===== src/rtl/mem_arbiter.sv =====
// Arbitrates a single-port memory between fetch (I) and load/store (D) ports.
// Define MEMARB_RR_EN for round-robin ties instead of D priority with starvation guard.
module mem_arbiter #(
  parameter int AW         = 10,
  parameter int DW         = 32,
  parameter int MEM_LAT    = 1,
  parameter int STARVE_MAX = 3
) (
  input  logic            CLK,
  input  logic            RST,
  input  logic            I_REQ,
  input  logic [AW-1:0]   I_ADDR,
  output logic            I_GNT,
  output logic            I_RVALID,
  output logic [DW-1:0]   I_RDATA,
  input  logic            D_REQ,
  input  logic            D_WE,
  input  logic [AW-1:0]   D_ADDR,
  input  logic [DW-1:0]   D_WDATA,
  input  logic [DW/8-1:0] D_BE,
  output logic            D_GNT,
  output logic            D_RVALID,
  output logic [DW-1:0]   D_RDATA,
  output logic            M_EN,
  output logic            M_WE,
  output logic [AW-1:0]   M_ADDR,
  output logic [DW-1:0]   M_WDATA,
  output logic [DW/8-1:0] M_BE,
  input  logic [DW-1:0]   M_RDATA,
  output logic            BUSY
);

  localparam int BW = DW / 8;
  localparam logic [1:0] WINIT =
    (MEM_LAT > 1) ? 2'(MEM_LAT - 2) : 2'd0;

  typedef enum logic [1:0] {
    S_IDLE, S_ISSUE, S_WAIT, S_RESP
  } state_t;

  state_t          state_q, state_d;
  logic [1:0]      wcnt_q, wcnt_d;
  logic            win_d_q, win_d_d;
  logic            m_en_q, m_en_d;
  logic            m_we_q, m_we_d;
  logic [AW-1:0]   m_addr_q, m_addr_d;
  logic [DW-1:0]   m_wdata_q, m_wdata_d;
  logic [BW-1:0]   m_be_q, m_be_d;
  logic            i_gnt_q, i_gnt_d;
  logic            d_gnt_q, d_gnt_d;
  logic            arb, any_req, pick_d;

`ifdef MEMARB_RR_EN
  logic            last_d_q, last_d_d;
`else
  localparam logic [3:0] SMAX = 4'(STARVE_MAX);
  logic [3:0]      starve_q, starve_d;
`endif

  assign arb     = (state_q == S_IDLE) || (state_q == S_RESP);
  assign any_req = I_REQ | D_REQ;

`ifdef MEMARB_RR_EN
  assign pick_d = D_REQ & (~I_REQ | ~last_d_q);
`else
  assign pick_d = D_REQ & (~I_REQ | (starve_q != SMAX));
`endif

  always_ff @(posedge CLK or posedge RST) begin
    if (RST) begin
      state_q   <= S_IDLE;
      wcnt_q    <= '0;
      win_d_q   <= 1'b0;
      m_en_q    <= 1'b0;
      m_we_q    <= 1'b0;
      m_addr_q  <= '0;
      m_wdata_q <= '0;
      m_be_q    <= '0;
      i_gnt_q   <= 1'b0;
      d_gnt_q   <= 1'b0;
`ifdef MEMARB_RR_EN
      last_d_q  <= 1'b0;
`else
      starve_q  <= '0;
`endif
    end else begin
      state_q   <= state_d;
      wcnt_q    <= wcnt_d;
      win_d_q   <= win_d_d;
      m_en_q    <= m_en_d;
      m_we_q    <= m_we_d;
      m_addr_q  <= m_addr_d;
      m_wdata_q <= m_wdata_d;
      m_be_q    <= m_be_d;
      i_gnt_q   <= i_gnt_d;
      d_gnt_q   <= d_gnt_d;
`ifdef MEMARB_RR_EN
      last_d_q  <= last_d_d;
`else
      starve_q  <= starve_d;
`endif
    end
  end

  always_comb begin
    state_d = state_q;
    wcnt_d  = wcnt_q;
    unique case (state_q)
      S_IDLE: begin
        if (any_req) state_d = S_ISSUE;
      end
      S_ISSUE: begin
        if (MEM_LAT > 1) begin
          state_d = S_WAIT;
          wcnt_d  = WINIT;
        end else begin
          state_d = S_RESP;
        end
      end
      S_WAIT: begin
        if (wcnt_q == 2'd0) state_d = S_RESP;
        else wcnt_d = wcnt_q - 2'd1;
      end
      S_RESP: begin
        state_d = any_req ? S_ISSUE : S_IDLE;
      end
      default: state_d = S_IDLE;
    endcase
  end

  // Winner's request is captured here so every M_* and GNT leaves a flop.
  always_comb begin
    m_en_d    = 1'b0;
    m_we_d    = 1'b0;
    m_addr_d  = '0;
    m_wdata_d = '0;
    m_be_d    = '0;
    i_gnt_d   = 1'b0;
    d_gnt_d   = 1'b0;
    win_d_d   = win_d_q;
`ifdef MEMARB_RR_EN
    last_d_d  = last_d_q;
`else
    starve_d  = starve_q;
    if (!I_REQ) starve_d = '0;
`endif
    if (arb && any_req) begin
      m_en_d  = 1'b1;
      win_d_d = pick_d;
`ifdef MEMARB_RR_EN
      last_d_d = pick_d;
`else
      if (I_REQ) starve_d = pick_d ? starve_q + 4'd1 : 4'd0;
`endif
      if (pick_d) begin
        m_we_d    = D_WE;
        m_addr_d  = D_ADDR;
        m_wdata_d = D_WDATA;
        m_be_d    = D_BE;
        d_gnt_d   = 1'b1;
      end else begin
        m_addr_d  = I_ADDR;
        m_be_d    = '1;
        i_gnt_d   = 1'b1;
      end
    end
  end

  always_comb begin
    BUSY     = (state_q != S_IDLE);
    I_RVALID = (state_q == S_RESP) & ~win_d_q;
    D_RVALID = (state_q == S_RESP) &  win_d_q;
    I_RDATA  = I_RVALID ? M_RDATA : '0;
    D_RDATA  = D_RVALID ? M_RDATA : '0;
    I_GNT    = i_gnt_q;
    D_GNT    = d_gnt_q;
    M_EN     = m_en_q;
    M_WE     = m_we_q;
    M_ADDR   = m_addr_q;
    M_WDATA  = m_wdata_q;
    M_BE     = m_be_q;
  end

endmodule


===== config.mk =====
export PLATFORM = sky130hd
export DESIGN_NAME = mem_arbiter
export DESIGN_NICKNAME = d
export VERILOG_FILES = /design/src/rtl/mem_arbiter.sv
export SDC_FILE = /design/constraint.sdc
export NUM_CORES = 1
export LEC_CHECK = 0
export ABC_AREA = 1
export CORE_ASPECT_RATIO = 1.5
export CORE_UTILIZATION = 30
export DETAILED_ROUTE_END_ITERATION = 16
export HOLD_SLACK_MARGIN = 0.1
export PLACE_DENSITY = 0.79
export RECOVER_POWER = 100
export SLEW_MARGIN = 25
export SYNTH_ARGS = -nofsm -noshare
export SYNTH_HDL_FRONTEND = slang
export SYNTH_SLANG_ARGS = --single-unit

===== constraint.sdc =====
create_clock -name CLK -period 1.75 [get_ports CLK]
set_clock_uncertainty 0.05 [all_clocks]
set_input_delay 0.35 -clock CLK [delete_from_list [all_inputs] [get_ports CLK]]
set_output_delay 0.35 -clock CLK [all_outputs]
set_load 0.01 [all_outputs]

==> qor.yml, run 1 <==
worstPathRequired_ps: 1350
setup_tns_ps: -7360
p_per_area_nw_per_um2: 1490
antenna_found_initial: 0
path_class: "register to output pin"
final_layout_size_suffix_gt1_share_pct: 31.4
yosysMostFrequentCell: "nor2_1"
clockBufferDepth: 2
dp.cells: 653
reg2reg_depth: 7
nets: 667
dr.first_iter.drc_count: 116
leakage_nw: 2.92
setup_ws_ps: -190
min_to: "wcnt_q[0]"
violations: "setup timing"
netlist_area_um2: 2670
vias_per_cell: 4.40
stdcell_count: 681
synth_warnings: 0
num_antenna_cells: 0
ys_seq_area_share_pct: 55.2
min_path_cells: 1
grt_pass1_vias: 2871
die_h_um: 118
path_cells: "ha_4 -> nand2_8 -> buf_12 -> buf_6 -> nor2_2 -> buf_2"
synth_edf_count: 0
crit_arrival_ps: 1540
r2r-end: "win_d_q"
n_fill_cell: 642
synth_top_area_share_pct: 55.2
maxCapViolCount: 0
placed_cell_area_um2: 5010
hold_viol: 0
grt_max_degree: 60
initial_core_util_pct: 31.4
syn_nets: 432
dp_hpwl_mm: 6.95
gp_congestion: 0.839
end_kind: "output pin"
cts-root-buf: "clkbuf_16"
wl_mm: 10.6
clock_sinks: 59
path_max_fanout: 5
grt_pass1_wl_mm: 14.8
slew_headroom_pct: 46.4
worst_pin_slew_ps: 803
grt-ovfl-total: 0
cts_tree: "built"
yosysUniqueCellTypes: 21
cts.clk_slew.worst_paths_ps: 50
crit_slowest_cell: "dfrtp_1"
vias: 2997
firstDrtPassIters: 4
multi_input_area_um2: 1180
r2r_slack_ps: -20
post-route-period-util_pct: 111
die_x_um: 79.1
critPathMaxStageDelay_ps: 410
cts_max_level: 3
worstSkewPairLatency_ps: 320
drc_errors: 0
synth-async-reset-ratio_pct: 100
synth_commonest_cells: "nor2_1 (111), inv_1 (91), dfrtp_1 (59)"
netlist_instances: 334
startpoint_type: "register"
drv_slew: 0
io_buffer_count: 209
core_area_um2: 8520
regToRegStartpoint: "state_q[0]"
grt_usage_pct: 20.9
setup_viol: 70
outcome: "finished, violations left"
design.die.area_um2: 9300
hold_path_class: "register to register"
synth.area.top_cells: "dfrtp_1 (55%), nor2_1 (16%), inv_1 (13%)"
synth_flop_cell: "dfrtp_1"
ys_ff_latch: 59
final_cell_area_um2: 5920
antenna_left: 0
timing.hold.ws_ps: 456
wl_per_cell_um: 15.5
min-delay-start: "wcnt_q[0]"
synth_top_area_cell: "dfrtp_1"
rsz0062_at_grt: "true"
ios: 210
cts_buffers: 9
syn_area_per_cell_um2: 8.00
row_count: 41
fmax_mhz: 516
regArea_um2: 1480
p_total_mw: 8.79
area_delta_synth_final_pct: 121
layout_min_cycle_time_ps: 1940
vdd_drop_max_uv: 743
==> cells by family after synthesis <==
logic type	Yosys count	share of synthesized area [%]
buffers and inverters	105	16.2
adder cells (fa/ha/maj)	5	2.34
flip-flops	59	55.2
AO/OA/AOI/OAI	22	4.31
AND/OR/NAND/NOR	141	21.3
XOR/XNOR	2	0.656
==> critical path, delay by kind of cell (launching register included) <==
family                     cells  cell delay (ps)
DFF                            1              410
buffers and inverters          3              390
adders and majority gates      1              240
and+or+nand+nor                2              180
==> registers in the layout, indices dropped and copies added (netlist names) <==
signal    count
D_GNT         1
state_q       2
win_d_q       1
I_GNT         1
wcnt_q        2
starve_q      4
M_WE          1
M_EN          1
M_BE          4
M_WDATA      32
M_ADDR       10
==> cells in the final DEF (no fill, tap or decap), drive strengths merged <==
cell	Yosys	routed
o21ai	16	16
xor2	1	1
dfrtp	59	59
dlygate4sd3	0	1
clkbuf	6	17
clkdlybuf4s50	0	141
ha	5	5
o21bai	2	2
bufinv	0	3
a21oi	4	4
buf	7	90
nor3	1	1
nor2	113	113
clkinvlp	0	2
nand4	2	2
nand3	14	14
xnor2	1	1
inv	92	91
nand2	11	11
==> metrics by stage <==
step,util [%],setup slack (ps)
after floorplan,-,239
after global placement,58.8,-200
after detailed placement,58.8,-195
after CTS,61.7,-164
after global routing,69.5,-241
final,69.5,-190
==> per-layer routing <==
metal | routed length, um | share of wire (%) | global-route usage, % | vias to the layer above
li1 | - | - | - | 1429
met1 | 3800 | 36 | 24.0 | 1409
met2 | 5750 | 54 | 35.7 | 133
met3 | 592 | 5.6 | 5.35 | 26
met4 | 413 | 3.9 | 9.66 | 0
met5 | 0 | 0 | 0 | -
==> cell type report <==
| type | instances | area share (%) |
|---|---|---|
| Timing Repair Buffer | 237 | 41.1 |
| Sequential cell | 59 | 25.0 |
| Multi-Input combinational cell | 170 | 19.9 |
| Inverter | 92 | 5.94 |
| Clock buffer | 12 | 4.17 |
| Tap cell | 107 | 2.26 |
| Clock inverter | 4 | 1.65 |
==> power breakdown <==
part / total, mW / internal, mW / leakage [nW] / switching, mW
combinational: 4.84 / 2.49 / 1.98 / 2.36
sequential: 1.94 / 1.79 / 0.782 / 0.156
clock: 2.00 / 1.43 / 0.163 / 0.577
==> timing repair <==
item                                    CTS  global route
hold buffers                              0             0
resized for setup                       277           165
endpoints found under the setup margin   68            79
setup buffers                             3             2
gates cloned                              5             2
pin swaps                                 2             4
==> worst max-delay path by stage <==
stage	start	endpoint	slack (ps)	cells past startpoint
3_5_place_dp	M_RDATA[18]	I_RDATA[18]	-190	4
4_1_cts	state_q[1]	D_RDATA[10]	-160	5
3_3_place_gp	M_RDATA[18]	I_RDATA[18]	-200	4
5_1_grt	state_q[0]	I_RDATA[4]	-240	6
2_1_floorplan	state_q[1]	I_RVALID	240	4
6_report	state_q[0]	I_RDATA[4]	-190	6
Note: power is estimated with default switching activity, not from simulation.
==> run 2: changes to the inputs <==
--- a/config.mk
+++ b/config.mk
@@ -10,6 +10,7 @@
 export CORE_UTILIZATION = 30
 export DETAILED_ROUTE_END_ITERATION = 16
 export HOLD_SLACK_MARGIN = 0.1
+export MAX_ROUTING_LAYER = met4
 export PLACE_DENSITY = 0.79
 export RECOVER_POWER = 100
 export SLEW_MARGIN = 25
==> qor.yml, run 2 (synthesis gave the netlist of run 1 again) <==
outcome: "finished, violations left"
violations: "setup timing"
layout_common_cells: "clkdlybuf4s50_1 (141), inv_1 (85), dfrtp_1 (59)"
dp.cells: 653
vdd_drop_max_uv: 747
cts.clk_slew.worst_paths_ps: 50
layout_min_cycle_time_ps: 1930
clockBufferDepth: 2
drc_errors: 0
worst_pin_slew_ps: 795
worstSkewPairLatency_ps: 320
final_cell_area_um2: 5920
io_buffer_count: 209
busiest_layer: "met2"
startpoint_type: "register"
path_class: "register to output pin"
gp_congestion: 0.852
worstPathRequired_ps: 1350
fmax_mhz: 517
initial_core_util_pct: 31.4
holdBufCountCts: 0
clock_sinks: 59
antenna_left: 0
nets: 667
hold_path_class: "register to register"
min_path_cells: 1
core_area_um2: 8520
largest_register_ffs: 32
grt_pass1_vias: 2882
path_max_fanout: 5
end_kind: "output pin"
cts_tree: "built"
crit_arrival_ps: 1530
crit_slowest_cell: "dfrtp_1"
grt_usage_pct: 21.5
dp_hpwl_mm: 6.95
cts_max_level: 3
post-route-util_pct: 69.5
reg2reg_depth: 7
cts-root-buf: "clkbuf_16"
final_layout_size_suffix_gt1_share_pct: 31.4
post-route-period-util_pct: 110
vias: 3003
area_delta_synth_final_pct: 121
use_met2_pct: 35.3
row_count: 41
vias_per_cell: 4.41
wl_per_cell_um: 15.4
multi_input_area_um2: 1180
regArea_um2: 1480
leakage_nw: 2.92
n_fill_cell: 642
maxCapViolCount: 0
drv_slew: 0
grtUsageMet1_pct: 24.1
num_antenna_cells: 0
firstDrtPassIters: 4
wl_mm: 10.5
path_cells: "ha_4 -> nand2_8 -> buf_12 -> buf_6 -> nor2_2 -> buf_2"
slew_headroom_pct: 47.0
p_per_area_nw_per_um2: 1480
die_h_um: 118
layout_commonest_cell: "clkdlybuf4s50_1"
setup_tns_ps: -7060
rsz0062_at_grt: "true"
die_x_um: 79.1
met3_usage_pct: 5.43
hold_viol: 0
critPathMaxStageDelay_ps: 400
grt_max_degree: 60
grt_pass1_wl_mm: 14.8
ios: 210
place_ws_ps: -195
antenna_found_initial: 0
placed_cell_area_um2: 5010
design.die.area_um2: 9300
dr.first_iter.drc_count: 110
setup_viol: 69
cts_buffers: 9
setup_ws_ps: -184
grt-ovfl-total: 0
stdcell_count: 681
[run 2: cell counts in the layout (fill, tap and decap cells not counted)]
No cell type changed its count.
[run 2: timing repair]
| item | CTS | global route |
|---|---|---|
| buffers inserted | 3 | 2 |
| resized for setup | 277 | 165 |
| pin swaps | 2 | 4 |
| endpoints found under the hold margin | 0 | 0 |
| setup endpoints to repair | 68 | 79 |
| cloned | 5 | 2 |
[run 2: critical path, delay by kind of cell (launching register included)]
| kind | cells | cell delay [ps] |
|---|---|---|
| fa+ha+maj | 1 | 240 |
| buf+inv | 3 | 380 |
| flops | 1 | 400 |
| simple gates | 2 | 180 |
[run 2: path summary, 6_finish.rpt]
path | start | end | slack, ps
max | state_q[0] | I_RDATA[4] | -180
min | wcnt_q[0] | wcnt_q[0] | 450
max reg2reg | state_q[0] | win_d_q | -20
min reg2reg | wcnt_q[0] | wcnt_q[0] | 450
max in group asynchronous | RST | wcnt_q[0] | 400
min in group asynchronous | RST | M_WDATA[1] | 730
[run 2: metrics by stage]
step                power, mW  hold slack, ps
CTS                      7.89             410
detailed placement       5.67             442
floorplan                3.42             391
finish                   8.78             455
global placement         5.59             406
global route             9.21             458
[run 2: cell type report]
type	count	area share [%]
Tap cell	107	2.26
Clock buffer	12	4.17
Inverter	92	5.94
Timing Repair Buffer	237	41.1
Multi-Input combinational cell	170	19.9
Sequential cell	59	25.0
Clock inverter	4	1.65
[run 2: metal layers]
metal  wire length, um  part of all wire [%]
met1              3780                    36
met3               538                   5.1
met2              5690                    54
met5                 0                     0
met4               475                   4.5
[run 2: power breakdown]
group | total (mW) | internal, mW | switching (mW) | leakage [nW]
Sequential | 1.94 | 1.79 | 0.156 | 0.782
Combinational | 4.83 | 2.49 | 2.35 | 1.98
Clock | 2.01 | 1.43 | 0.579 | 0.163
Total | 8.78 | 5.70 | 3.08 | 2.92
